==> src/rtl/fifo_share_arbiter.sv <==
// Round-robin front end that lets NREQ producers share one shift-register FIFO.
// Owns the occupancy count, a per-entry source tag shadow and a sticky FIFO-consistency flag.
module fifo_share_arbiter #(
    parameter int WIDTH  = 8,
    parameter int DEPTH  = 8,
    parameter int NREQ   = 4,
    parameter int CNTWID = $clog2(DEPTH + 1),
    parameter int SRCWID = $clog2(NREQ)
) (
    input  logic                    clk,
    input  logic                    rst,
    input  logic [NREQ-1:0]         req_valid,
    input  logic [NREQ*WIDTH-1:0]   req_data,
    output logic [NREQ-1:0]         req_ready,
    output logic                    fifo_push,
    output logic                    fifo_pop,
    output logic [WIDTH-1:0]        fifo_data_in,
    input  logic [WIDTH-1:0]        fifo_data_out,
    input  logic                    fifo_empty,
    input  logic                    fifo_full,
    output logic                    deq_valid,
    input  logic                    deq_ready,
    output logic [WIDTH-1:0]        deq_data,
    output logic [SRCWID-1:0]       deq_src,
    output logic [CNTWID-1:0]       occupancy,
    output logic                    err
);

    logic [CNTWID-1:0] count_q,  count_d;
    logic [SRCWID-1:0] rr_ptr_q, rr_ptr_d;
    logic [SRCWID-1:0] tag_q [DEPTH];
    logic [SRCWID-1:0] tag_d [DEPTH];
    logic              err_q,    err_d;

    logic [SRCWID-1:0] grant_s;
    logic              grant_vld_s;
    logic              deq_valid_s;
    logic              pop_now_s;
    logic              space_s;
    logic              push_s;
    logic [CNTWID-1:0] wr_idx_s;

    // Round-robin search: first requester at or after rr_ptr, wrapping mod NREQ
    always_comb begin
        grant_s     = {SRCWID{1'b0}};
        grant_vld_s = 1'b0;
        for (int k = 0; k < NREQ; k++) begin
            if (!grant_vld_s && req_valid[(int'(rr_ptr_q) + k) % NREQ]) begin
                grant_s     = SRCWID'((int'(rr_ptr_q) + k) % NREQ);
                grant_vld_s = 1'b1;
            end else begin
                grant_s     = grant_s;
                grant_vld_s = grant_vld_s;
            end
        end
    end

    // Pop/push qualification; a full FIFO still accepts a push when it pops in the same cycle
    always_comb begin
        deq_valid_s = (count_q != {CNTWID{1'b0}}) & ~rst;
        pop_now_s   = deq_valid_s & deq_ready;
        space_s     = (count_q < CNTWID'(DEPTH)) | pop_now_s;
        push_s      = grant_vld_s & space_s & ~rst;
        wr_idx_s    = count_q - CNTWID'(pop_now_s);
    end

    // Grant fan-out and FIFO-side drive
    always_comb begin
        req_ready = {NREQ{1'b0}};
        if (push_s) begin
            req_ready[grant_s] = 1'b1;
            fifo_data_in       = req_data[int'(grant_s)*WIDTH +: WIDTH];
        end else begin
            fifo_data_in       = {WIDTH{1'b0}};
        end
    end

    // Next-state for count, pointer and the consistency flag
    always_comb begin
        count_d = count_q + CNTWID'(push_s) - CNTWID'(pop_now_s);
        if (push_s) begin
            if (grant_s == SRCWID'(NREQ - 1)) begin
                rr_ptr_d = {SRCWID{1'b0}};
            end else begin
                rr_ptr_d = grant_s + SRCWID'(1);
            end
        end else begin
            rr_ptr_d = rr_ptr_q;
        end
        err_d = err_q
              | (fifo_empty != (count_q == {CNTWID{1'b0}}))
              | (fifo_full  != (count_q == CNTWID'(DEPTH)));
    end

    // Tag shadow tracks the FIFO shift; a push lands at the slot it will occupy after any pop
    always_comb begin
        for (int j = 0; j < DEPTH; j++) begin
            tag_d[j] = tag_q[j];
        end
        if (pop_now_s) begin
            for (int j = 0; j < DEPTH - 1; j++) begin
                tag_d[j] = tag_q[j+1];
            end
            tag_d[DEPTH-1] = {SRCWID{1'b0}};
        end else begin
            tag_d[DEPTH-1] = tag_d[DEPTH-1];
        end
        for (int j = 0; j < DEPTH; j++) begin
            if (push_s && (wr_idx_s == CNTWID'(j))) begin
                tag_d[j] = grant_s;
            end else begin
                tag_d[j] = tag_d[j];
            end
        end
    end

    // State registers; reset discards all contents immediately
    always_ff @(posedge clk or posedge rst) begin
        if (rst) begin
            count_q  <= {CNTWID{1'b0}};
            rr_ptr_q <= {SRCWID{1'b0}};
            err_q    <= 1'b0;
            for (int j = 0; j < DEPTH; j++) begin
                tag_q[j] <= {SRCWID{1'b0}};
            end
        end else begin
            count_q  <= count_d;
            rr_ptr_q <= rr_ptr_d;
            err_q    <= err_d;
            for (int j = 0; j < DEPTH; j++) begin
                tag_q[j] <= tag_d[j];
            end
        end
    end

    assign fifo_push = push_s;
    assign fifo_pop  = pop_now_s;
    assign deq_valid = deq_valid_s;
    assign deq_data  = fifo_data_out;
    assign deq_src   = tag_q[0];
    assign occupancy = count_q;
    assign err       = err_q;

endmodule

==> config.mk <==
export PLATFORM = sky130hd
export DESIGN_NAME = fifo_share_arbiter
export DESIGN_NICKNAME = d
export VERILOG_FILES = /design/src/rtl/fifo_share_arbiter.sv
export SDC_FILE = /design/constraint.sdc
export NUM_CORES = 1
export LEC_CHECK = 0
export BUFFER_PORTS_ARGS = -buffer_cell sky130_fd_sc_hd__buf_2
export CORE_MARGIN = 2
export CORE_UTILIZATION = 47
export DETAILED_ROUTE_END_ITERATION = 6
export GPL_TIMING_DRIVEN = 1
export PLACE_DENSITY = 0.9
export SYNTH_ARGS = -nofsm -noshare
export SYNTH_HDL_FRONTEND = slang
export SYNTH_SLANG_ARGS = --single-unit
export TNS_END_PERCENT = 100
==> constraint.sdc <==
create_clock -name clk -period 3.8 [get_ports clk]
set_clock_uncertainty 0.1 [all_clocks]
set_input_delay 0.76 -clock clk [delete_from_list [all_inputs] [get_ports clk]]
set_output_delay 0.76 -clock clk [all_outputs]
set_load 0.05 [all_outputs]
# Word-level counts from Yosys, hierarchy flattened
# Index checks and enable logic that the tools add are counted.
[word_totals]
regBits = 23
inputBits = 49
out_inout_bits = 30
elab_cells = 111
[classes]
n_eq_ne = 11
shifts = 1
magnitude_cmp = 7
reduce_logical = 29
muxes = 34
add_sub_neg = 7
bitwise = 11
[ops]
columns = ["cell", "count"]
rows = [
  ["$shiftx 32x6->8", 1],
  ["$mux 2", 14],
  ["$eq 4x3->1 const B", 4],
  ["$reduce_bool 2->1", 8],
  ["$mux 14", 1],
  ["$logic_and 1x1->1", 12],
  ["$lt 3x4->1 const B", 3],
  ["$mux 1", 12],
  ["$bmux 1 s2", 4],
  ["$eq 4x2->1 const B", 2],
  ["$logic_not 4->1", 2],
  ["$mux 8", 1],
  ["$sub 4x1->4", 2],
  ["$lt 2x3->1 const B", 2],
  ["$reduce_or 2->1", 3],
  ["$add 2x1->2 const B", 2],
  ["$add 2x2->2 const B", 2],
  ["$add 4x1->4", 1],
  ["$and 1x1->1", 4],
  ["$eq 4x1->1 const B", 1],
  ["$eq 4x4->1 const B", 1],
  ["$lt 4x4->1 const B", 1],
  ["$mux 4", 1],
  ["$reduce_bool 4->1", 1],
  ["other kinds (8)", 15],
]

# Logic depth before layout (Yosys ltp)
[logic_depth]
word_depth = 19
mapped_depth = 13
depth_no_buf = 12

# Least setup slack after synthesis
# No wires, ideal clock.
[synth_timing]
path_kind = "reg-to-output"
start = "reg count_q[2] (netlist: occupancy[2])"
end = "out fifo_data_in[4]"
t_arrival_ns = 3.225
stages_incl_launch_ff = 8
path_slack_ns = -0.285
n_path_buf = 0
cell_sequence = "dfrtp_1 -> inv_1 -> ha_1 -> or3b_1 -> nand2_2 -> a21oi_2 -> nand2_1 -> o22ai_1"
[synth_via]
elab_chain_cells = 7
elab_cells_between_ends = 8
[synth_rtl]
columns = ["element", "line", "rtl"]
rows = [
  ["start: declaration", "29", "logic [CNTWID-1:0] count_q, count_d;"],
  ["start signal: assignment", "120", "count_q <= {CNTWID{1'b0}};"],
  ["start signal: assignment", "127", "count_q <= count_d;"],
  ["$reduce_bool 4->1", "60", "deq_valid_s = (count_q != {CNTWID{1'b0}}) & ~rst;"],
  ["$and 1x1->1", "60", ""],
  ["$and 1x1->1", "61", "pop_now_s = deq_valid_s & deq_ready;"],
  ["$or 1x1->1 *", "62", "space_s = (count_q < CNTWID'(DEPTH)) | pop_now_s;"],
  ["$and 1x1->1 * (2 in a row)", "63", "push_s = grant_vld_s & space_s & ~rst;"],
  ["named net fifo_push", "15", "output logic fifo_push,"],
  ["$mux 8 *", "70", "if (push_s) begin"],
  ["end: declaration", "17", "output logic [WIDTH-1:0] fifo_data_in,"],
]
# Mark *: on every way through the listed nets, which the timed path passes. The rest lies on a longest branch.

# Final worst setup path
[layout_timing]
start = "reg count_q[3] (netlist: occupancy[3])"
end = "out fifo_data_in[7]"
[layout_via]
elab_chain_cells = 7
elab_cells_between_ends = 8
[layout_rtl]
columns = ["element", "line"]
rows = [
  ["$reduce_bool 4->1", "60"],
  ["$and 1x1->1", "60"],
  ["$and 1x1->1", "61"],
  ["$or 1x1->1 *", "62"],
  ["$and 1x1->1 * (2 in a row)", "63"],
  ["$mux 8 *", "70"],
]
# Mark *: on every way between the ends. The rest lies on a longest branch, timed or not.

==> metrics <==
status=complete, no violations; CP Max Fanout=11; fin crit share=89.0%; Max clock buf depth=2; Fin Hold WS=0.374 ns; row count=22; vias in the first global route=1503; # DRC=0; crit path capture type=primary output; effective utilization at floorplan=48.8%; Mapped Cells=~180; hold crit path type=reg -> reg; Routed WL=3.75 mm; DP Worst Slack=approximately 0.53 ns; ANT cells=0; Fmax=296 MHz; Layout Nets=~300; largest net degree at the start of global routing=24; met2 usage=34.6%; hpwl dp=roughly 3.1 mm; Die Y=65.4 um; core region area=between 3000 and 4000 um2; post-CTS sizing=0; worst reg2reg setup slack=0.54 ns; Startpoint Class=flip-flop; Max-Cap Viols=0; number of setup violations in the final report=0; Die ar.=4280 um2; fin. max-slew vios=0; number of fill cells in the layout=337; final setup margin=roughly 0.42 ns; buffers added on ports=62; CTS clk-pin slew, worst paths=~0.080 ns; via count=1439; Cell variety after synth=34; Arr. time, crit path=between 2 and 3 ns; Pwr Total=between 1.5 and 2 mW; area grow syn2layout=18.6%; RR Startpoint=occupancy[3]$_DFF_PP0_; drt wl/cell=about 13 um; Worst Hold Depth=1; FF-to-FF End=tag_q[10]$_DFFE_PP0P_; WP data required=just under 3 ns; Worst Hold Path EP=err$_DFF_PP0_; CTS tree=yes; Post-CTS Setup Bufs=0; fin util=57.9%; DR iter-0 viols=~120; clock latency on the worst-skew pair=0.27 ns; Syn. warnings=0; Register Area=576 um2; mean number of vias per cell=5.18; Syn Area/Cell=10.0 um2; min Tclk post-route=3.38 ns; sequential area share after synthesis=between 30% and 40%; met3 Use GR=5.48%; Setup crit start=occupancy[3]$_DFF_PP0_; Slew Limit Headroom=41.1%; CP Class=reg -> out; Placer Congestion=0.810; # IOs=79; initial antenna violation count=0; Hold Vio Cnt, Final=0; reg2reg path depth=11; clock sink count=23; #FFs+latches synth=23; gr busiest metal=met2; global routing usage on met1=23.0%; multi-input logic area=1040 um2; VDD IR max=0.422 mV; Slew @ Worst Pin=0.883 ns; RSZ-0062 raised after global routing=no; Clock Tree Root=clkbuf_8; global-route wire length before repair=6.57 mm; cts bufs inserted=3; worst hold start=err$_DFF_PP0_; LEAKAGE=1.18 nW; Hold-fix buffers, CTS=0; antenna-violating nets left=0; post-synth net total=239; PD cells=746 nW/um2; layout cells sized above 1=31.7%; Pre-antenna DRT Iters=4; chip width=65.4 um; global route overflow=0; Mapped Area=approximately 1800 um2; total track usage=19.7%; H-tree Lvls=1
[per-layer routing]
layer / share of wire (%) / vias up
met5: 0 / -
met1: 39 / 652
li1: - / 717
met2: 51 / 58
met4: 2.2 / 0
met3: 7.1 / 12
[report_power, final]
group,switching [mW],internal [mW],total [mW]
combinational,0.631,0.343,0.974
sequential,0.0905,0.353,0.443
clock,0.0769,0.0749,0.152
total,0.798,0.770,1.57
[registers in the layout, summed over array words and instances, names as in the netlist]
name / count
tag_q: 14
occupancy: 4
deq_src: 2
rr_ptr_q: 2
err: 1
[layout by cell type (no fill, tap or decap), types with 2 or more instances in the layout]
cell      instances
ha_1             12
a21oi_1           7
nor3_1            3
clkbuf_8          3
o21ai_0           4
nand2_1           6
mux2i_1          46
xor2_1            3
inv_1            13
buf_2            62
nor2_1            9
and2_1            4
xnor2_1           2
nand3_1           5
dfrtp_1          23
nand2b_1          2
o22ai_1           8
[Yosys cell counts (all sizes together)]
cell | n | area [um2]
a31oi | 1 | 6.26
or3b | 1 | 8.76
fa | 1 | 20.0
inv | 14 | 52.6
a211o | 1 | 8.76
a31o | 1 | 8.76
xnor2 | 2 | 17.5
nand3 | 5 | 25.0
nand2b | 2 | 12.5
nor3b | 1 | 7.51
o22ai | 9 | 56.3
dfrtp | 23 | 576
a21oi | 8 | 43.8
ha | 12 | 150
nand2 | 7 | 28.8
and3 | 1 | 6.26
xor2 | 3 | 26.3
nor2 | 10 | 45.0
or2 | 1 | 6.26
buf | 14 | 119
o21ai | 4 | 20.0
mux2i | 46 | 460
nand3b | 1 | 7.51
mux2 | 1 | 11.3
and2 | 4 | 25.0
a22oi | 1 | 7.51
nor3 | 3 | 15.0
[metrics by stage]
stage / area (um2) / instances / setup TNS (ns)
finish: 2100 / 278 / 0
global route: 2100 / 278 / 0
CTS: 2100 / 278 / 0
detailed placement: 2060 / 274 / 0
global placement: 2060 / 274 / 0
floorplan: 1790 / 177 / -0.305
[worst max-delay path, cell delays in order, from the launching register on]
cell and delay, ns:
dfrtp_1 0.50, inv_1 0.08, ha_1 0.24, or3b_1 0.22
nand2_2 0.12, a21oi_4 0.30, nand2_1 0.26, o22ai_1 0.24
buf_2 0.30
[cells by family (layout without fill, tap and decap cells)]
kind of cell,Yosys count,count (layout),share of synthesized area (%)
adder cells (fa/ha/maj),13,13,9.60
AND/OR/NAND/NOR,36,36,10.6
flip-flops,23,23,32.5
multiplexers,47,47,26.6
XOR/XNOR,5,5,2.47
AO/OA/AOI/OAI,25,25,8.55
buffers and inverters,28,81,9.67
[worst max path at each step]
| stage | to | slack, ns | cells after the start |
|---|---|---|---|
| after global routing | tag_q[1]$_DFFE_PP0P_ | 0.15 | 11 |
| after floorplan | fifo_data_in[4] | -0.04 | 7 |
| after detailed placement | fifo_data_in[7] | 0.53 | 8 |
| after global placement | fifo_data_in[3] | 0.56 | 8 |
| after CTS | fifo_data_in[7] | 0.40 | 8 |
| final | fifo_data_in[7] | 0.42 | 8 |
[layout make-up]
class	count	share of cell area, %
inverter	14	2.50
timing repair buffer	63	15.7
sequential	23	27.4
clock buffer	4	2.14
tap	48	2.86
multi-input combinational	126	49.4
Power figures use the tool's default switching activity.
